`src/rtl/timer_counter_pkg.sv`:
```
// -----------------------------------------------------------------------------
// timer_counter_pkg
// Shared definitions for the memory-mapped countdown timer: FSM state
// encodings, register offsets decoded from addr[3:2], CTRL bit positions
// and the default mode encodings.
// -----------------------------------------------------------------------------
package timer_counter_pkg;

  // Timer sequencing states.
  typedef enum logic [1:0] {
    ST_IDLE = 2'd0,
    ST_LOAD = 2'd1,
    ST_CNT  = 2'd2,
    ST_INT  = 2'd3
  } state_e;

  // Word offsets as seen on addr[3:2].
  localparam logic [1:0] OFF_CTRL   = 2'd0;
  localparam logic [1:0] OFF_PRESET = 2'd1;
  localparam logic [1:0] OFF_COUNT  = 2'd2;

  // CTRL field positions.
  localparam int CTRL_EN      = 0;
  localparam int CTRL_MODE_LO = 1;
  localparam int CTRL_MODE_HI = 2;
  localparam int CTRL_IM      = 3;

  // Mode encodings. Anything other than the reload encoding runs one-shot.
  localparam logic [1:0] MODE_ONESHOT_DEF = 2'b00;
  localparam logic [1:0] MODE_RELOAD_DEF  = 2'b01;

endpackage

```
`src/rtl/timer_counter.sv`:
```
// -----------------------------------------------------------------------------
// timer_counter
// Countdown timer on the data-memory bus. The bridge decodes the address
// and raises sel; the timer decodes addr[3:2] into CTRL / PRESET / COUNT.
// Supports one-shot mode (held interrupt, en self-clears) and auto-reload
// mode (one-cycle interrupt pulse, period PRESET+3).
//
// Ports
//   clk     : system clock, all state updates on the rising edge
//   reset   : asynchronous, active-low reset
//   sel     : chip select from the bus bridge
//   addr    : byte address, only addr[3:2] decoded
//   we      : write strobe
//   byteen  : per-byte write enables
//   wdata   : write data
//   rdata   : combinational read data, independent of sel
//   irq     : interrupt request (CTRL.im & internal flag)
// -----------------------------------------------------------------------------
module timer_counter
  import timer_counter_pkg::*;
#(
  parameter logic [31:0] PRESET_RST  = 32'h0000_0000,
  parameter logic [1:0]  MODE_RELOAD = MODE_RELOAD_DEF
) (
  input  logic        clk,
  input  logic        reset,
  input  logic        sel,
  input  logic [31:0] addr,
  input  logic        we,
  input  logic [3:0]  byteen,
  input  logic [31:0] wdata,
  output logic [31:0] rdata,
  output logic        irq
);

  state_e      state_q, state_d;
  logic [3:0]  ctrl_q, ctrl_d;
  logic [31:0] preset_q, preset_d;
  logic [31:0] count_q, count_d;
  logic        irq_flag_q, irq_flag_d;

  logic        wr_eff;
  logic        ctrl_wr;
  logic        preset_wr;
  logic        en;
  logic        reload;
  logic        flag_set;
  logic        flag_fsm_clr;
  logic        en_fsm_clr;

  // Only the word offset matters; the remaining address bits are ignored.
  logic        unused_addr_bits;
  assign unused_addr_bits = ^{addr[31:4], addr[1:0]};

  // Merge the enabled bytes of new_val into old_val.
  function automatic logic [31:0] merge_bytes(input logic [31:0] old_val,
                                              input logic [31:0] new_val,
                                              input logic [3:0]  be);
    logic [31:0] res;
    res = old_val;
    for (int i = 0; i < 4; i++) begin
      if (be[i]) res[8*i +: 8] = new_val[8*i +: 8];
    end
    return res;
  endfunction

  assign wr_eff    = sel & we & (|byteen);
  assign ctrl_wr   = wr_eff & (addr[3:2] == OFF_CTRL) & byteen[0];
  assign preset_wr = wr_eff & (addr[3:2] == OFF_PRESET);
  assign en        = ctrl_q[CTRL_EN];
  assign reload    = (ctrl_q[CTRL_MODE_HI:CTRL_MODE_LO] == MODE_RELOAD);

  // ---------------------------------------------------------------------------
  // Sequencer: next state, COUNT update and interrupt-flag events.
  // ---------------------------------------------------------------------------
  always_comb begin
    // NOTE: every output of a combinational block gets a default first so no
    // path leaves it unassigned, which would otherwise infer a latch.
    state_d      = state_q;
    count_d      = count_q;
    flag_set     = 1'b0;
    flag_fsm_clr = 1'b0;
    en_fsm_clr   = 1'b0;

    case (state_q)
      ST_IDLE: begin
        if (en) state_d = ST_LOAD;
      end
      ST_LOAD: begin
        count_d = preset_q;
        state_d = ST_CNT;
      end
      ST_CNT: begin
        if (!en) begin
          state_d = ST_IDLE;
        end else if (count_q <= 32'd1) begin
          // PRESET of 0 and 1 both expire here, giving identical timing.
          count_d  = 32'd0;
          flag_set = 1'b1;
          state_d  = ST_INT;
        end else begin
          count_d = count_q - 32'd1;
        end
      end
      ST_INT: begin
        state_d = ST_IDLE;
        if (reload) flag_fsm_clr = 1'b1;  // pulse ends; en still set -> reload
        else        en_fsm_clr   = 1'b1;  // one-shot: stop and hold the flag
      end
      default: state_d = ST_IDLE;
    endcase
  end

  // ---------------------------------------------------------------------------
  // Register updates from the bus and the sequencer.
  // ---------------------------------------------------------------------------
  always_comb begin
    ctrl_d = ctrl_q;
    if (en_fsm_clr) ctrl_d[CTRL_EN] = 1'b0;
    // A CPU write on the same edge overrides the sequencer's en clear.
    if (ctrl_wr) ctrl_d = wdata[3:0];

    preset_d = preset_wr ? merge_bytes(preset_q, wdata, byteen) : preset_q;

    irq_flag_d = irq_flag_q;
    if (flag_fsm_clr) irq_flag_d = 1'b0;
    // In one-shot mode software acknowledges by writing CTRL or PRESET.
    if (!reload && (ctrl_wr || preset_wr)) irq_flag_d = 1'b0;
    // A new expiry on the same edge must not be lost.
    if (flag_set) irq_flag_d = 1'b1;
  end

  // NOTE: state registers use non-blocking assignments so every flop samples
  // pre-edge values regardless of statement order.
  always_ff @(posedge clk or negedge reset) begin
    if (!reset) begin
      state_q    <= ST_IDLE;
      ctrl_q     <= 4'h0;
      preset_q   <= PRESET_RST;
      count_q    <= 32'd0;
      irq_flag_q <= 1'b0;
    end else begin
      state_q    <= state_d;
      ctrl_q     <= ctrl_d;
      preset_q   <= preset_d;
      count_q    <= count_d;
      irq_flag_q <= irq_flag_d;
    end
  end

  // Read mux, purely from the current registers.
  always_comb begin
    case (addr[3:2])
      OFF_CTRL:   rdata = {28'h0, ctrl_q};
      OFF_PRESET: rdata = preset_q;
      OFF_COUNT:  rdata = count_q;
      default:    rdata = 32'h0;
    endcase
  end

  assign irq = ctrl_q[CTRL_IM] & irq_flag_q;

endmodule
```
`config.mk`:
```
export PLATFORM = sky130hd
export DESIGN_NAME = timer_counter
export DESIGN_NICKNAME = d
export VERILOG_FILES = /design/src/rtl/timer_counter_pkg.sv /design/src/rtl/timer_counter.sv
export SDC_FILE = /design/constraint.sdc
export NUM_CORES = 1
export LEC_CHECK = 0
export ABC_AREA = 1
export CAP_MARGIN = 20
export CORE_ASPECT_RATIO = 1.5
export CORE_UTILIZATION = 35
export CTS_BUF_LIST = sky130_fd_sc_hd__clkbuf_8
export DETAILED_ROUTE_END_ITERATION = 10
export HOLD_SLACK_MARGIN = 0.1
export PLACE_DENSITY = 0.66
export SETUP_SLACK_MARGIN = 0.3
export SLEW_MARGIN = 20
export SYNTH_ARGS = -nofsm -noshare
export SYNTH_HDL_FRONTEND = slang
export SYNTH_SLANG_ARGS = --single-unit
```
`constraint.sdc`:
```
create_clock -name clk -period 2.6 [get_ports clk]
set_input_delay 0.52 -clock clk [delete_from_list [all_inputs] [get_ports clk]]
set_output_delay 0.52 -clock clk [all_outputs]
set_load 0.1 [all_outputs]
```
# Word-level counts from Yosys, hierarchy flattened
# Index checks and enable logic that the tools add are counted.
[word_totals] register_bits=71 latch_bits=0 ram_bits=0 rom_bits=0 inputBits=72 out_inout_bits=33 elab_cells=61 mem_count=0
[op_classes] add_sub_neg=1 mul=0 n_div=0 order_cmp=1 n_eq_ne=9 shifts=0 muxes=20 bitwise=6 reduce_logical=15
[ops] op="$pmux 32 s3" count=1
[ops] op="$mux 32" count=2
[ops] op="$pmux 32 s2" count=1
[ops] op="$le 32x1->1 const B" count=1
[ops] op="$sub 32x1->32 const B" count=1
[ops] op="$mux 1" count=12
[ops] op="$reduce_and 2->1" count=6
[ops] op="$pmux 2 s4" count=1
[ops] op="$and 1x1->1" count=6
[ops] op="$eq 2x1->1 const B" count=3
[ops] op="$eq 2x2->1 const B" count=3
[ops] op="$mux 2" count=3
[ops] op="$logic_not 2->1" count=2
[ops] op="$ne 2x2->1 const B" count=2
[ops] op="$reduce_bool 2->1" count=2
[ops] op="$reduce_or 4->1" count=1
[ops] op="$ne 3x3->1 const B" count=1
[ops] op="$reduce_bool 3->1" count=1
[ops] op="$logic_and 1x1->1" count=1
[ops] op="$logic_not 1->1" count=1
[ops] op="$logic_or 1x1->1" count=1

# Depth between registers and ports, before layout
# Gate-level depths: netlist of run 1.
[depth] depth_word=8 ltp_mapped=12 ltp_nobuf=11

# Worst setup path before layout of run 1
# No wires, ideal clock.
[synth_timing] path_kind="input port to output port" from="input port addr[2]" to="output port rdata[13]" arrival_ns=3.301 required_time_ns=2.080 setup_slack_ns=-1.221 cell_stages=4 path_cell_list="buf_4 > or2_2 > clkbuf_1 > o21ai_0"
[synth_between] elab_chain_cells=2 elab_cells_between_ends=4 classes_between="2 x eq/ne; 1 x mux; 1 x reduce/logical"
[synth_rtl] item="from (decl)" line_no="timer_counter.sv:28" source="input logic [31:0] addr,"
[synth_rtl] item="$eq 2x2->1 (tied with other cells)" line_no="timer_counter.sv:153" source="case (addr[3:2])"
[synth_rtl] item="$pmux 32 s3 (*)" line_no="timer_counter.sv:153"
[synth_rtl] item="to (decl)" line_no="timer_counter.sv:32" source="output logic [31:0] rdata,"
# Mark *: on every way between the ends. The rest lies on a longest branch, timed or not.

# Final worst setup path of run 1
# Same ends and word-level chain as after synthesis.

==> impl_metrics.env, run 1 <==
export IMPL_via_per_inst=5.29
export IMPL_ctsHoldBuffers=0
export IMPL_min_period_ns=2.24
export IMPL_hpwl_um=10500
export IMPL_total_power_mw=6.21
export IMPL_gp_congestion=0.925
export IMPL_htreeDepth=3
export IMPL_row_count=49
export IMPL_hold_slack_ns=0.148
export IMPL_post_route_util_pct=51.6
export IMPL_antenna_found_initial=0
export IMPL_portBuffers=74
export IMPL_critPathMaxFanout=18
export IMPL_synth_nets=710
export IMPL_crit_path_start_kind="input port"
export IMPL_track_usage_pct=23.0
export IMPL_syn_avg_cell_area_um2=6.82
export IMPL_crit_start="addr[2]"
export IMPL_max_freq_mhz=446
export IMPL_grt_pass1_vias=4675
export IMPL_fp_dieW_um=92.9
export IMPL_max_cap_violations=0
export IMPL_reg2reg_slack_ns=0.50
export IMPL_syn2layout_area_growth_pct=42.9
export IMPL_dp_slack_ns=0.0820
export IMPL_floorplan_initialDensity_pct=36.1
export IMPL_rsz0062_at_grt="false"
export IMPL_placedCellCount=853
export IMPL_endpoint_kind="primary output"
export IMPL_fin_cells=870
export IMPL_vias=4600
export IMPL_arrival_ns=1.72
export IMPL_p_sw_share_pct=51.2
export IMPL_ys_types=26
export IMPL_post_route_period_util_pct=86.2
export IMPL_reg2regPathDepth=12
export IMPL_fillCellCount=1225
export IMPL_internal_power_mw=3.03
export IMPL_diodes=0
export IMPL_drive_gt1_share_pct=15.3
export IMPL_required_ns=2.08
export IMPL_path_class="in2out"
export IMPL_placed_cell_area_um2=6000
export IMPL_route_detailed_drc=0
export IMPL_slew_headroom_pct=42.9
export IMPL_grt_max_degree=72
export IMPL_max_vdd_ir_drop_mv=0.547
export IMPL_setup_ws_ns=0.358
export IMPL_yosysSeqAreaShare_pct=41.0
export IMPL_ant_nets=0
export IMPL_p_comb_share_pct=54.1
export IMPL_post_cts_buffers=0
export IMPL_syn_inst=636
export IMPL_netlist_area_um2=4340
export IMPL_tns_ns=0
export IMPL_root_buffer="clkbuf_8"
export IMPL_holdCritPathClass="in2async"
export IMPL_dr_pass1_iters=5
export IMPL_tightestPinTransition_ns=0.854
export IMPL_pwr_share_seq_pct=32.3
export IMPL_grt_pass1_wl_um=23000
export IMPL_hold_violations=0
export IMPL_synth_seq_cells=71
export IMPL_pin_count=105
export IMPL_overflow=0
export IMPL_status="finished clean"
export IMPL_p_sw_mw=3.18
export IMPL_drt_wl_total_um=14200
export IMPL_ys_warn_count=0
export IMPL_die_area_um2=12800
export IMPL_numClockSinks=71
export IMPL_insertion_delay_ns=0.36
export IMPL_fin_skew_ns=0.00836
export IMPL_dr_first_iter_drc_count=316
export IMPL_fin_nets=786
export IMPL_finalSetupViolCount=0
export IMPL_fin_area_um2=6200
export IMPL_p_per_area_nw_per_um2=1000
export IMPL_die_h_um=138
export IMPL_numCtsBuffers=9
export IMPL_coreArea_um2=12000
export IMPL_tritoncts="yes"
export IMPL_clk_path_buf_depth=2
export IMPL_p_leak_nw=2.63
export IMPL_slew_violations=0
export IMPL_r2r_start="count_q[0]$_DFFE_PN0P_"
export IMPL_wl_per_cell_um=16.3
export IMPL_clk_pin_slew_ns=0.08
export IMPL_clock_power_share_pct=13.5
[sequential cells by signal, summed over array words and instances, names as in the netlist]
register    flops
ctrl_q          4
count_q        32
preset_q       32
irq_flag_q      1
state_q         2
[layer usage]
metal	GRT usage [%]	wire, µm
met3	3.47	640
met1	24.9	5150
met2	40.0	7380
met4	16.5	1040
met5	0	0
[worst max-delay path: stages]
cell and delay [ns]:
dlygate4sd2_1 0.30, or2_4 0.30, buf_12 0.19, o21ai_4 0.21, buf_12 0.20
[power by group through the flow]
stage / logic (mW) / registers (mW) / clock network (mW)
final: 3.36 / 2.01 / 0.840
after global routing: 3.66 / 2.07 / 0.895
after CTS: 3.36 / 2.00 / 0.855
after detailed placement: 3.33 / 2.02 / 0
after global placement: 3.25 / 2.00 / 0
after floorplan: 2.49 / 1.83 / 0
[Yosys cell counts (all sizes together)]
cell	instances	area (µm²)
nand2	148	561
or2	1	6.26
ha	2	25.0
inv	61	229
o221ai	4	35.0
o22ai	5	31.3
xor2	7	61.3
clkbuf	14	52.6
nor2	101	397
buf	12	71.3
mux2	2	22.5
nor3	2	10.0
a21oi	33	165
a211oi	1	20.0
o31ai	1	7.51
dfrtp	71	1780
nand3b	1	7.51
o21ai	78	390
nand4	5	31.3
nand3	87	435
[repair_timing]
item	4_1_cts	5_1_grt
hold endpoints to repair	0	0
endpoints found under the setup margin	45	12
gates cloned	0	1
pin swaps	2	1
gates resized for setup	3	1
[worst paths after layout]
check / endpoint
max: rdata[13]
min: preset_q[7]$_DFFE_PN0P_
max reg2reg: count_q[21]$_DFFE_PN0P_
min reg2reg: state_q[0]$_DFFE_PN0P_
max in group asynchronous: preset_q[24]$_DFFE_PN0P_
min in group clk: state_q[0]$_DFFE_PN0P_
[kinds of logic after synthesis]
logic type	Yosys count	share of synthesized area, %
buf+inv	87	8.14
fa+ha+maj	2	0.577
simple gates	345	33.4
xor+xnor	7	1.41
compound gates	122	15.0
mux	2	0.519
flops	71	41.0
[area by class of cell]
class | count | area, µm² | share of cell area, %
inverters | 61 | 229 | 3.70
clock inverters | 6 | 45.0 | 0.727
repair buffers | 90 | 1220 | 19.7
clock buffers | 10 | 138 | 2.22
flip-flops and latches | 71 | 1780 | 28.7
multi-input cells | 479 | 2590 | 41.9
well taps | 153 | 191 | 3.09
[layout by cell type (no fill, tap or decap), types with 3 or more instances in the layout]
cell type	synthesis	routed
buf_12	0	36
nand2_1	146	146
nand4_1	5	5
o21ai_4	0	24
nor2_1	98	97
clkdlybuf4s50_1	0	38
clkbuf_8	0	10
a21oi_1	33	33
buf_4	5	13
nand3_1	87	87
o21ai_0	78	54
nor2_4	2	3
clkinvlp_4	0	3
xor2_1	7	7
inv_1	60	60
o22ai_4	0	4
dfrtp_1	71	71
Power figures use the tool's default switching activity.
==> run 2: changes to the inputs <==
--- a/config.mk
+++ b/config.mk
@@ -8,11 +8,11 @@
 export ABC_AREA = 1
 export CAP_MARGIN = 20
 export CORE_ASPECT_RATIO = 1.5
-export CORE_UTILIZATION = 35
+export CORE_UTILIZATION = 45
 export CTS_BUF_LIST = sky130_fd_sc_hd__clkbuf_8
 export DETAILED_ROUTE_END_ITERATION = 10
 export HOLD_SLACK_MARGIN = 0.1
-export PLACE_DENSITY = 0.66
+export PLACE_DENSITY = 0.8
 export SETUP_SLACK_MARGIN = 0.3
 export SLEW_MARGIN = 20
 export SYNTH_ARGS = -nofsm -noshare
==> run 2 against run 1 <==
  * Clock power rose by 3.0%
  * Clock skew fell by 0.0024 ns
  * Final area fell by 0.14%
  * Total power rose by 1.0%
  * Fmax fell by 0.45%
  * Critical path type unchanged
==> impl_metrics.env, run 2 (synthesis gave the netlist of run 1 again) <==
export IMPL_status="finished clean"
export IMPL_cp_slowest_cell="dlygate4sd2_1"
export IMPL_fin_area_um2=6190
export IMPL_fp_dieW_um=82.1
export IMPL_dr_first_iter_drc_count=341
export IMPL_track_usage_pct=30.7
export IMPL_dr_pass1_iters=5
export IMPL_insertion_delay_ns=0.35
export IMPL_crit_start="addr[3]"
export IMPL_critPathMaxFanout=18
export IMPL_row_count=43
export IMPL_p_sw_share_pct=50.6
export IMPL_hpwl_um=10600
export IMPL_cp_cell_sequence="dlygate4sd2_1 -> inv_2 -> or2_4 -> buf_12 -> o21ai_4 -> buf_12"
export IMPL_wl_per_cell_um=17.0
export IMPL_fin_nets=788
export IMPL_reg2reg_slack_ns=0.49
export IMPL_cp_common_cell="buf_12"
export IMPL_diodes=0
export IMPL_max_freq_mhz=444
export IMPL_p_per_area_nw_per_um2=1010
export IMPL_path_class="in2out"
export IMPL_drt_wl_total_um=14100
export IMPL_slew_headroom_pct=53.7
export IMPL_max_cap_violations=0
export IMPL_numCtsBuffers=9
export IMPL_clock_power_share_pct=13.8
export IMPL_tritoncts="yes"
export IMPL_placed_cell_area_um2=5960
export IMPL_cpPeakStageDelay_ns=0.27
export IMPL_clk_pin_slew_ns=0.08
export IMPL_slew_violations=0
export IMPL_hold_violations=0
export IMPL_root_buffer="clkbuf_8"
export IMPL_antenna_found_initial=0
export IMPL_die_area_um2=10000
export IMPL_crit_path_start_kind="input port"
export IMPL_gp_congestion=0.948
export IMPL_pwr_share_seq_pct=32.1
export IMPL_min_period_ns=2.25
export IMPL_ctsHoldBuffers=0
export IMPL_via_per_inst=5.74
export IMPL_r2r_start="state_q[1]$_DFFE_PN0P_"
export IMPL_fin_skew_ns=0.00594
export IMPL_htreeDepth=3
export IMPL_internal_power_mw=3.09
export IMPL_grt_max_degree=48
export IMPL_syn2layout_area_growth_pct=42.7
export IMPL_floorplan_initialDensity_pct=46.6
export IMPL_clk_path_buf_depth=2
export IMPL_arrival_ns=1.73
export IMPL_max_vdd_ir_drop_mv=0.867
export IMPL_placedCellCount=813
export IMPL_rr_endpoint="count_q[9]$_DFFE_PN0P_"
export IMPL_grt_pass1_wl_um=22900
export IMPL_vias=4763
export IMPL_layout_common_cells="146 x nand2_1, 97 x nor2_1, 87 x nand3_1, 71 x dfrtp_1, 60 x inv_1"
export IMPL_reg_largest_list="count_q (32), preset_q (32), ctrl_q (4)"
export IMPL_p_comb_share_pct=54.1
export IMPL_die_h_um=122
export IMPL_tns_ns=0
export IMPL_p_leak_nw=2.66
export IMPL_numClockSinks=71
export IMPL_holdCritPathClass="in2async"
export IMPL_tightestPinTransition_ns=0.693
export IMPL_route_detailed_drc=0
export IMPL_post_route_period_util_pct=86.6
export IMPL_finalSetupViolCount=0
export IMPL_reg2regPathDepth=7
export IMPL_ant_nets=0
export IMPL_drive_gt1_share_pct=15.5
export IMPL_pin_count=105
export IMPL_coreArea_um2=9310
export IMPL_final_common_cell="nand2_1"
export IMPL_p_sw_mw=3.17
export IMPL_grt_pass1_vias=4842
export IMPL_overflow=0
export IMPL_portBuffers=74
export IMPL_rsz0062_at_grt="false"
export IMPL_required_ns=2.08
export IMPL_cp_endpoint="rdata[19]"
export IMPL_fin_cells=830
export IMPL_endpoint_kind="primary output"
==> run 2: cell types whose count changed in the layout (fill, tap and decap cells not counted) <==
cell        previous run  this run
clkinvlp_4             3         0
clkbuf_8              10         9
bufinv_16              0         1
inv_6                  1         0
clkinv_4               1         2
nor2_2                 2         1
buf_4                 13        16
clkinv_2               1         3
o221ai_2               2         0
o221ai_4               2         4
==> run 2: worst min path at each step <==
stage	startpoint	endpoint	slack (ns)	depth (start not counted)
5_1_grt	reset	count_q[11]$_DFFE_PN0P_	0.21	1
3_5_place_dp	state_q[1]$_DFFE_PN0P_	state_q[0]$_DFFE_PN0P_	0.48	1
4_1_cts	reset	count_q[10]$_DFFE_PN0P_	0.19	1
3_3_place_gp	state_q[1]$_DFFE_PN0P_	state_q[0]$_DFFE_PN0P_	0.46	1
6_report	reset	count_q[10]$_DFFE_PN0P_	0.18	1
2_1_floorplan	reset	count_q[0]$_DFFE_PN0P_	0.22	0
==> run 2: cell type report <==
| type | instances | area [µm²] |
|---|---|---|
| well taps | 112 | 140 |
| fillers | 777 | 3120 |
| repair buffers | 93 | 1240 |
| inverters | 61 | 229 |
| clock inverters | 6 | 62.6 |
| flip-flops and latches | 71 | 1780 |
| multi-input cells | 478 | 2610 |
| clock buffers | 9 | 124 |
==> run 2: timing repair <==
action	CTS	global route
setup buffers	0	2
setup endpoints to repair	49	17
pin swaps	2	1
gates resized for setup	5	1
==> run 2: power by group through the flow <==
stage                     sequential [mW]  clock (mW)  combinational, mW
after floorplan                      1.83           0               2.49
after global placement               1.99           0               3.23
after detailed placement             2.01           0               3.33
after CTS                            1.99       0.877               3.37
after global routing                 2.06       0.929               3.66
final                                2.01       0.865               3.39
==> run 2: stage by stage <==
stage	setup slack (ns)	power (mW)	hold slack (ns)	util [%]
2_1_floorplan	0.225	4.32	0.224	-
3_3_place_gp	0.125	5.21	0.458	64.0
3_5_place_dp	0.105	5.34	0.483	64.0
4_1_cts	0.352	6.24	0.191	66.3
5_1_grt	0.330	6.65	0.214	66.5
6_report	0.348	6.27	0.179	66.5
==> run 2: critical path: cells and delay by family <==
| kind | cells | cell delay [ns] |
|---|---|---|
| AO/OA/AOI/OAI | 1 | 0.21 |
| buffers and inverters | 4 | 0.73 |
| AND/OR/NAND/NOR | 1 | 0.26 |
==> run 2: metal layers <==
layer  wire length, µm  vias to the layer above  share of wire [%]  GRT usage (%)
li1                  -                     2239                  -              -
met1              4960                     2265                 35           32.8
met2              7460                      201                 53           53.2
met3               739                       58                5.2           5.65
met4               970                        0                6.9           21.4
met5                 0                        -                  0              0
